--- src/rtl/mock_uart_pkg.sv ---
// mock_uart_pkg: register map and status layout shared by the mock UART blocks
package mock_uart_pkg;
  localparam logic [7:0] OffThr  = 8'h00;
  localparam logic [7:0] OffLsr  = 8'h04;
  localparam logic [7:0] OffDrop = 8'h08;
  localparam logic [7:0] OffIer  = 8'h0C;
  typedef struct packed {
    logic [15:0] rsvd_hi;
    logic [7:0]  level;
    logic [5:0]  rsvd_lo;
    logic        full;
    logic        empty;
  } lsr_t;
endpackage

--- src/rtl/mock_uart_tx_fifo.sv ---
// mock_uart_tx_fifo: single-channel character FIFO with fill level
module mock_uart_tx_fifo #(
  parameter int Depth = 16,
  localparam int PtrW = $clog2(Depth)
) (
  input  logic          clk_i,
  input  logic          rst_ni,
  input  logic          push,
  input  logic [7:0]    wdata,
  input  logic          pop,
  output logic [7:0]    rdata,
  output logic          empty,
  output logic          full,
  output logic [PtrW:0] level
);
  logic [7:0] mem [Depth];
  logic [PtrW-1:0] wptr, rptr;
  logic do_push, do_pop;
  assign do_push = push & ~full;
  assign do_pop = pop & ~empty;
  assign empty = level == '0;
  assign full = level == (PtrW+1)'(Depth);
  assign rdata = mem[rptr];
  // pointers and level; a simultaneous push and pop leaves the level unchanged
  always_ff @(posedge clk_i or negedge rst_ni) begin
    if (!rst_ni) begin
      wptr <= '0;
      rptr <= '0;
      level <= '0;
    end else begin
      if (do_push) wptr <= wptr + 1'b1;
      if (do_pop) rptr <= rptr + 1'b1;
      level <= level + (PtrW+1)'(do_push) - (PtrW+1)'(do_pop);
    end
  end
  // storage needs no reset: contents behind an empty level are never observed
  always_ff @(posedge clk_i) begin
    if (do_push) mem[wptr] <= wdata;
  end
endmodule

--- src/rtl/mock_uart_apb_mc.sv ---
// mock_uart_apb_mc: multi-channel APB mock UART draining onto one character stream
module mock_uart_apb_mc
  import mock_uart_pkg::*;
#(
  parameter int NumChannels = 4,
  parameter int FifoDepth = 16,
  parameter int AddrWidth = 32,
  parameter int ChanLsb = 8,
  parameter bit DropOnFull = 1'b0,
  localparam int ChanW = NumChannels > 1 ? $clog2(NumChannels) : 1
) (
  input  logic                   clk_i,
  input  logic                   rst_ni,
  input  logic                   psel_i,
  input  logic                   penable_i,
  input  logic                   pwrite_i,
  input  logic [AddrWidth-1:0]   paddr_i,
  input  logic [31:0]            pwdata_i,
  output logic [31:0]            prdata_o,
  output logic                   pready_o,
  output logic                   pslverr_o,
  output logic                   tx_valid_o,
  input  logic                   tx_ready_i,
  output logic [ChanW-1:0]       tx_chan_o,
  output logic [7:0]             tx_data_o,
  output logic                   tx_eol_o,
  output logic [NumChannels-1:0] irq_o
);
  localparam int LvlW = $clog2(FifoDepth) + 1;
  logic [3:0] chan_raw;
  logic [ChanW-1:0] chan, ptr, pick, grant, lock_chan, idx;
  logic [ChanLsb-1:0] off;
  logic access, is_thr, is_lsr, is_drop, is_ier, err, reg_wr, thr_wr, stall, locked;
  logic [NumChannels-1:0] push, pop, empty, full, ier, irq_q;
  logic [NumChannels-1:0][15:0] drop_cnt;
  logic [7:0] fifo_rdata [NumChannels];
  logic [LvlW-1:0] fifo_level [NumChannels];
  lsr_t lsr;
  logic unused_bits;
  // four index bits are decoded so that indices beyond NumChannels can be rejected
  assign chan_raw = paddr_i[ChanLsb +: 4];
  assign chan = chan_raw[ChanW-1:0];
  assign off = paddr_i[ChanLsb-1:0];
  assign unused_bits = ^{paddr_i[AddrWidth-1:ChanLsb+4], pwdata_i[31:8]};
  assign access = psel_i & penable_i;
  assign is_thr = off == ChanLsb'(OffThr);
  assign is_lsr = off == ChanLsb'(OffLsr);
  assign is_drop = off == ChanLsb'(OffDrop);
  assign is_ier = off == ChanLsb'(OffIer);
  assign err = (int'(chan_raw) >= NumChannels) | ~(is_thr | is_lsr | is_drop | is_ier);
  assign reg_wr = access & pwrite_i & ~err;
  assign thr_wr = reg_wr & is_thr;
  assign stall = thr_wr & full[chan] & ~DropOnFull;
  assign pready_o = access & ~stall;
  assign pslverr_o = access & err;
  assign lsr = '{rsvd_hi: '0, level: 8'(fifo_level[chan]), rsvd_lo: '0, full: full[chan], empty: empty[chan]};
  assign prdata_o = (access & ~pwrite_i & ~err) ?
                    (is_lsr ? 32'(lsr) : is_drop ? 32'(drop_cnt[chan]) : is_ier ? 32'(ier[chan]) : '0) : '0;
  for (genvar i = 0; i < NumChannels; i++) begin : g_chan
    assign push[i] = thr_wr & (chan == ChanW'(i)) & ~full[i];
    assign pop[i] = tx_valid_o & tx_ready_i & (grant == ChanW'(i));
    mock_uart_tx_fifo #(.Depth(FifoDepth)) u_fifo (
      .clk_i (clk_i),
      .rst_ni(rst_ni),
      .push  (push[i]),
      .wdata (pwdata_i[7:0]),
      .pop   (pop[i]),
      .rdata (fifo_rdata[i]),
      .empty (empty[i]),
      .full  (full[i]),
      .level (fifo_level[i])
    );
  end
  // per-channel interrupt enables, saturating drop counters and registered irq
  always_ff @(posedge clk_i or negedge rst_ni) begin
    if (!rst_ni) begin
      ier <= '0;
      drop_cnt <= '0;
      irq_q <= '0;
    end else begin
      irq_q <= ier & empty;
      for (int c = 0; c < NumChannels; c++) begin
        if (reg_wr & (chan == ChanW'(c)) & is_ier) ier[c] <= pwdata_i[0];
        if (reg_wr & (chan == ChanW'(c)) & is_drop) drop_cnt[c] <= '0;
        else if (thr_wr & DropOnFull & (chan == ChanW'(c)) & full[c] & (drop_cnt[c] != 16'hFFFF))
          drop_cnt[c] <= drop_cnt[c] + 1'b1;
      end
    end
  end
  assign irq_o = irq_q;
  // round-robin search for the first non-empty channel at or after ptr
  always_comb begin
    pick = ptr;
    idx = '0;
    for (int k = NumChannels - 1; k >= 0; k--) begin
      idx = ChanW'((int'(ptr) + k) % NumChannels);
      if (!empty[idx]) pick = idx;
    end
  end
  assign grant = locked ? lock_chan : pick;
  assign tx_valid_o = |(~empty);
  assign tx_chan_o = grant;
  assign tx_data_o = fifo_rdata[grant];
  assign tx_eol_o = tx_data_o == 8'h0A;
  // hold the grant across back-pressure and move past the served channel on each handshake
  always_ff @(posedge clk_i or negedge rst_ni) begin
    if (!rst_ni) begin
      ptr <= '0;
      locked <= 1'b0;
      lock_chan <= '0;
    end else begin
      locked <= tx_valid_o & ~tx_ready_i;
      lock_chan <= grant;
      if (tx_valid_o & tx_ready_i) ptr <= (grant == ChanW'(NumChannels - 1)) ? '0 : grant + 1'b1;
    end
  end
endmodule

--- config.mk ---
export PLATFORM = sky130hd
export DESIGN_NAME = mock_uart_apb_mc
export DESIGN_NICKNAME = d
export VERILOG_FILES = /design/src/rtl/mock_uart_pkg.sv /design/src/rtl/mock_uart_tx_fifo.sv /design/src/rtl/mock_uart_apb_mc.sv
export SDC_FILE = /design/constraint.sdc
export NUM_CORES = 1
export LEC_CHECK = 0
export CAP_MARGIN = 20
export CORE_ASPECT_RATIO = 1.25
export CORE_UTILIZATION = 65
export CTS_BUF_LIST = sky130_fd_sc_hd__clkbuf_4
export DETAILED_ROUTE_END_ITERATION = 8
export GPL_ROUTABILITY_DRIVEN = 1
export PLACE_DENSITY = 0.85
export SLEW_MARGIN = 20
export SYNTH_ARGS = -nofsm -noshare
export SYNTH_HDL_FRONTEND = slang
export SYNTH_SLANG_ARGS = --single-unit
--- constraint.sdc ---
create_clock -name clk_i -period 6.1 [get_ports clk_i]
set_clock_uncertainty 0.1 [all_clocks]
set_input_delay 1.22 -clock clk_i [delete_from_list [all_inputs] [get_ports clk_i]]
set_output_delay 1.22 -clock clk_i [all_outputs]
set_load 0.01 [all_outputs]
; After elaboration in Yosys (flattened, before gate mapping)
; Memories as Yosys holds them, arrays and structs flattened.
; Index checks and enable logic that the tools add are counted.
[op_classes]
add_sub_neg = 20
n_lt_le_gt_ge = 8
eq_ne = 14
muxes = 40
bitwise_logic = 60
reduce_logical = 8
[ops]
columns = op, count
row1 = $mux 16, 4
row2 = $and 1x1->1, 39
row3 = $add 4x1->4 const B, 8
row4 = $bmux 16 s2, 1
row5 = $eq 8x4->1 const B, 3
row6 = $add 5x1->5, 4
row7 = $eq 5x5->1 const B, 4
row8 = $logic_not 5->1, 4
row9 = $sub 5x1->5, 4
row10 = $bmux 8 s2, 1
row11 = $mux 1, 16
row12 = $mux 8, 2
row13 = $lt 2x3->1 const B, 5
row14 = $bmux 1 s2, 7
row15 = $not 1->1, 13
row16 = $mux 2, 6
row17 = $bmux 5 s2, 1
row18 = $mux 5, 2
row19 = $eq 2x2->1 const B, 4
row20 = $eq 8x3->1 const B, 1
row21 = $logic_not 8->1, 1
row22 = $ge 3x3->1 const B, 2
row23 = $not 2->3, 2
row24 = $add 2x1->2 const B, 2
row25 = other kinds (8), 14
[totals]
register_bits = 65
ram_bits = 512
input_bits = 70
out_inout_bits = 50
word_cells = 174
mem_count = 4
[memory_table]
columns = name, words, word_bits, rd, rd_ports_with_merged_regs, write_ports, line
row1 = g_chan[0].u_fifo.mem, 16, 8, 1, 0, 1, mock_uart_tx_fifo.sv:16  ; logic [7:0] mem [Depth];
row2 = g_chan[1].u_fifo.mem, 16, 8, 1, 0, 1, mock_uart_tx_fifo.sv:16
row3 = g_chan[2].u_fifo.mem, 16, 8, 1, 0, 1, mock_uart_tx_fifo.sv:16
row4 = g_chan[3].u_fifo.mem, 16, 8, 1, 0, 1, mock_uart_tx_fifo.sv:16

; Longest topological paths before layout
[logic_depth]
ltp_word = 14
depth_mapped = 21
ltp_nobuf = 19

; Cells and area by module
; From an unflattened synthesis, not the netlist that was laid out.
[unflattened]
cells_unflattened = 1461
hier_area_um2 = 25082.8
[modules_own_cells]
columns = module, instances, cells_per_inst, area_each_um2, seq_area_each_um2
row1 = mock_uart_tx_fifo (g_chan[0].u_fifo ...), 3, 319, 5863.1, 4169.0
row2 = mock_uart_tx_fifo (g_chan[3].u_fifo), 1, 320, 5821.8, 4169.0
row3 = mock_uart_apb_mc, 1, 184, 1671.6, 325.3

; Worst setup path before layout
; No wires, ideal clock.
[synth_timing]
kind = register to output
start = register g_chan[2].u_fifo.level[3]
end = output tx_eol_o
arrival_ns = 3.068
required_ns = 4.780
slack_ns = 1.712
stages_incl_launch_ff = 12
path_buffers = 0
cell_sequence = dfrtp_1 > inv_1 > ha_1 > or4b_1 > a31o_1 > a21o_1 > o21ai_4 > inv_2 > mux2i_1 > mux2i_1 > or4b_1 > and4bb_1
[synth_between]
elab_chain_cells = 13
elab_cells_between_ends = 19
cone_classes = eq/ne (1) / mux (16) / bitwise (1) / reduce/logical (1)
[synth_lines]
columns = item, line
row1 = start: declaration, mock_uart_tx_fifo.sv:14  ; output logic [PtrW:0] level
row2 = start signal: assignment, mock_uart_tx_fifo.sv:33  ; level <= level + (PtrW+1)'(do_push) - (PtrW+1)'(do_pop);
row3 = $logic_not 5->1 (*), mock_uart_tx_fifo.sv:21  ; assign empty = level == '0;
row4 = $bmux 1 s2, mock_uart_apb_mc.sv:97  ; if (!empty[idx]) pick = idx;
row5 = $mux 1 (implied by the code), mock_uart_apb_mc.sv:97
row6 = $mux 2 (3 in a row), mock_uart_apb_mc.sv:97
row7 = $mux 2 (*), mock_uart_apb_mc.sv:97
row8 = $mux 2 (*), mock_uart_apb_mc.sv:100  ; assign grant = locked ? lock_chan : pick;
row9 = via tx_chan_o[1], mock_uart_apb_mc.sv:24  ; output logic [ChanW-1:0] tx_chan_o,
row10 = $not 2->3 (implied by the code) (*), mock_uart_apb_mc.sv:103  ; assign tx_data_o = fifo_rdata[grant];
row11 = $bmux 8 s2 (*), mock_uart_apb_mc.sv:103
row12 = $mux 8 (implied by the code) (*) (2 in a row), mock_uart_apb_mc.sv:103
row13 = via tx_data_o[1], mock_uart_apb_mc.sv:25  ; output logic [7:0] tx_data_o,
row14 = $eq 8x4->1 (*), mock_uart_apb_mc.sv:104  ; assign tx_eol_o = tx_data_o == 8'h0A;
row15 = end: declaration, mock_uart_apb_mc.sv:26  ; output logic tx_eol_o,
; Mark *: on every way through the listed nets, which the timed path passes. The rest lies on a longest branch. The select of a mux whose other input is x is not followed.

; Worst setup path after layout
[layout_timing]
start = register g_chan[2].u_fifo.level[2]
end = output tx_eol_o
[layout_between]
elab_chain_cells = 13
elab_cells_between_ends = 19
cone_classes = eq/ne (1) / mux (16) / bitwise (1) / reduce/logical (1)
[layout_lines]
columns = item, line
row1 = $logic_not 5->1 (*), mock_uart_tx_fifo.sv:21
row2 = $bmux 1 s2, mock_uart_apb_mc.sv:97
row3 = $mux 1 (implied by the code), mock_uart_apb_mc.sv:97
row4 = $mux 2 (3 in a row), mock_uart_apb_mc.sv:97
row5 = $mux 2 (*), mock_uart_apb_mc.sv:97
row6 = $mux 2 (*), mock_uart_apb_mc.sv:100
row7 = $not 2->3 (implied by the code) (*), mock_uart_apb_mc.sv:103
row8 = $bmux 8 s2 (*), mock_uart_apb_mc.sv:103
row9 = $mux 8 (implied by the code) (*) (2 in a row), mock_uart_apb_mc.sv:103
row10 = $eq 8x4->1 (*), mock_uart_apb_mc.sv:104
; Every way passes the cells marked *; elsewhere a longest branch is shown, timed or not. The select of a mux whose other input is x is not followed.

==> run metrics <==
Vias=between 10000 and 15000; global-route usage over all layers=27.5%; final hold violation count=0; area of the mapped netlist=24000 sq um; Setup Crit Path Kind=flop to output port; Final Critical Period=about 5.7 ns; layout cells sized above 1=approximately 22%; post-route cell area=26800 sq um; growth of design area from synthesis to finish=11.5%; TritonCTS Sinks=around 580; number of nets with antenna violations after routing=0; area inside the core boundary=36400 sq um; maximum vdd ir drop=0.000194 V; Worst Max-Slew Pin Slew=slightly below 1 ns; TritonCTS buffer count=130; DRC violation total after the first TritonRoute iteration=1340; maximum number of pins on one net before global-route repair=between 60 and 70; area leader, netlist=sky130_fd_sc_hd__edfxtp_1; width of the die=between 150 and 200 microns; number of placed instances with taps included=1888; number of top-level pins=120; unrepaired setup endpoints after global routing=no; dominant cell by count in the synthesized netlist=sky130_fd_sc_hd__edfxtp_1; Logic pwr share=between 30 and 40%; first-pass GRT wire length=~77000 microns; Max-slew headroom=35.7%; cells taking the most area after synthesis=sky130_fd_sc_hd__edfxtp_1, sky130_fd_sc_hd__mux4_2, sky130_fd_sc_hd__dfrtp_1; clock-pin slew on the worst setup and hold paths=0.07 ns; combined flip-flop and latch cell area=approximately 17000 sq um; launching element type of the critical path=flop; maximum operating frequency=approximately 0.18 GHz; number of maximum-capacitance constraint violations=0; power per unit of standard cell area=418 nW/um^2; TritonRoute pass-1 iters=6; cell area after placement=25000 sq um; initial standard-cell utilization of the core=between 60% and 70%; routed wire length=a little under 50000 microns; static leakage=between 0.009 and 0.01 uW; Yosys cell types=52; Port Buffer Count=50; fin cells=approximately 2100; Seq/Total Area, Yosys=70.8%; crit path capture type=output port; run status=finished, final reports clean; Setup-failing EPs final=0; count of fill cells added during filler insertion=2020; Post-Route Setup TNS=0 ns; row count=78; Slew Viols, Final=0; sum of net half-perimeters after detailed placement=between 30000 and 40000 microns; DIE HEIGHT=217 microns; synthesized instance count=around 1400; asr flop ratio synth=11.3%; top_reg_cell synth=sky130_fd_sc_hd__edfxtp_1; total number of H-tree levels=4; top cells by count, synth=sky130_fd_sc_hd__edfxtp_1, sky130_fd_sc_hd__mux2i_1, sky130_fd_sc_hd__mux4_2; final critical-path share of the clock period=between 90 and 100%; global route total overflow=0; Internal Dissipation=around 7600 uW; switching part of the total power=between 30% and 40%; routed len/inst=roughly 23 microns; Min-Delay Path Class=flop to flop; switching power summed over all nets=between 3000 and 4000 uW; data arrival time of the critical path=4.35 ns; number of antenna violations at the first check in global routing=1; flops & latches, synth=577; DRC violation count after routing=0; floorplan die area=37700 sq um; total area of multi-input combinational cells=around 6500 sq um; routed via count divided by cell count=between 6 and 7; Routability Congestion=0.893; clock latency at the later pin of the worst-skew pair=just over 0.8 ns; Seq pwr share=between 40% and 50%; share of the synthesized area in the top cell type=between 60% and 70%; EDFF count, synth=roughly 510; maximum count of clock buffers along a single path=3; final layout net count=between 1500 and 2000; worst endpoint required time=between 4 and 5 ns; buffer type at the clock tree root=sky130_fd_sc_hd__clkbuf_4; Clock power frac=a little over a quarter; Worst Path Max Fanout=16; syn_area_per_cell=approximately 17 sq um; CTS tree=done; vias in the first global route=around 14000; total of warnings raised by yosys=0
## power groups by stage
stage | Combinational, uW | Sequential (uW) | Clock, uW
CTS | 3410 | 4800 | 2990
floorplan | 2460 | 4620 | 0
global route | 3680 | 4840 | 3200
finish | 3440 | 4810 | 2940
detailed placement | 3360 | 4880 | 0
global placement | 3230 | 4870 | 0
## critical path, cell delays in order (launching register included)
cell and delay (ns):
sky130_fd_sc_hd__dfrtp_1 0.40, sky130_fd_sc_hd__inv_1 0.09, sky130_fd_sc_hd__ha_1 0.22, sky130_fd_sc_hd__or4b_4 0.52, sky130_fd_sc_hd__a31o_1 0.22, sky130_fd_sc_hd__a21o_1 0.18, sky130_fd_sc_hd__o21ai_4 0.19, sky130_fd_sc_hd__buf_12 0.19
sky130_fd_sc_hd__mux2i_2 0.26, sky130_fd_sc_hd__mux2i_1 0.14, sky130_fd_sc_hd__or4b_1 0.56, sky130_fd_sc_hd__and4bb_1 0.35, sky130_fd_sc_hd__dlymetal6s2s_1 0.19
## logic make-up after synthesis
| group | share of synthesized area (%) |
|---|---|
| mux | 13.3 |
| fa+ha+maj | 2.68 |
| xor+xnor | 1.46 |
| buf+inv | 2.65 |
| simple gates | 4.42 |
| compound gates | 4.74 |
| other cells | 0.0156 |
| flops | 70.8 |
## final timing paths
check	cells past startpoint	slack [ns]	endpoint	from
min reg2reg	1	0.41	irq_o[0]$_DFF_PN0_	ier[0]$_DFFE_PN0P_
max in group asynchronous	1	4.73	g_chan[0].u_fifo.rptr[0]$_DFFE_PN0P_	rst_ni
min	1	0.41	irq_o[0]$_DFF_PN0_	ier[0]$_DFFE_PN0P_
max reg2reg	19	1.59	g_chan[3].u_fifo.level[4]$_DFF_PN0_	g_chan[2].u_fifo.level[2]$_DFF_PN0_
min in group asynchronous	1	0.42	g_chan[1].u_fifo.level[4]$_DFF_PN0_	rst_ni
max	12	0.43	tx_eol_o	g_chan[2].u_fifo.level[2]$_DFF_PN0_
## registers in the layout, indices dropped and copies added, names as in the netlist, 2 cells and up
signal               cells
lock_chan                2
g_chan.u_fifo.wptr      16
ptr                      2
irq_o                    4
g_chan.u_fifo.level     20
g_chan.u_fifo.mem      512
g_chan.u_fifo.rptr      16
ier                      4
## stage by stage
step	total power, uW	setup slack [ns]	hold slack, ns	utilization [%]
3_3_place_gp	8100	0.870	0.394	68.8
2_1_floorplan	7080	1.71	0.367	-
3_5_place_dp	8240	0.647	0.395	68.8
6_report	11200	0.428	0.408	73.6
5_1_grt	11700	0.246	0.437	73.6
4_1_cts	11200	0.0164	0.389	73.5
## layout make-up
type	instances	area share (%)
Sequential cell	577	63.5
Multi-Input combinational cell	698	24.3
Clock buffer	202	5.66
Timing Repair Buffer	88	3.07
Tap cell	480	2.24
Inverter	45	0.631
Clock inverter	31	0.547
Antenna cell	1	0.00934
## routing by layer
layer	vias to the layer above	GRT usage (%)	share of wire [%]
li1	5827	-	-
met1	6629	34.2	37
met2	712	45.7	51
met3	130	6.94	8.5
met4	0	12.9	3.6
met5	-	0	0
## repair_timing
item                                    in CTS  in global routing
hold endpoints to repair                     0                  0
pin swaps                                    0                  1
setup buffers                                0                  0
hold buffers                                 0                  0
cloned                                       0                  0
resized for setup                            9                  4
endpoints found under the setup margin       1                  1
## layout by cell type (no fill, tap or decap), types with 5 or more instances in the layout
cell type,n
sky130_fd_sc_hd__buf_4,40
sky130_fd_sc_hd__a221oi_1,48
sky130_fd_sc_hd__nor3_1,20
sky130_fd_sc_hd__nand3_1,11
sky130_fd_sc_hd__xnor2_1,30
sky130_fd_sc_hd__clkbuf_4,202
sky130_fd_sc_hd__ha_1,45
sky130_fd_sc_hd__nand4_1,7
sky130_fd_sc_hd__edfxtp_1,512
sky130_fd_sc_hd__conb_1,25
sky130_fd_sc_hd__buf_12,5
sky130_fd_sc_hd__dfrtp_1,61
sky130_fd_sc_hd__mux2i_1,111
sky130_fd_sc_hd__nor2b_1,14
sky130_fd_sc_hd__a21oi_1,9
sky130_fd_sc_hd__nand2b_1,11
sky130_fd_sc_hd__nand2_1,63
sky130_fd_sc_hd__o21ai_0,30
sky130_fd_sc_hd__xor2_1,10
sky130_fd_sc_hd__mux4_2,87
sky130_fd_sc_hd__clkinv_1,25
sky130_fd_sc_hd__and2_1,8
sky130_fd_sc_hd__a22oi_1,41
sky130_fd_sc_hd__a21o_1,6
sky130_fd_sc_hd__clkdlybuf4s50_1,40
sky130_fd_sc_hd__mux2_2,9
sky130_fd_sc_hd__inv_1,43
sky130_fd_sc_hd__nor2_1,69
Note: power is estimated with default switching activity, not from simulation.
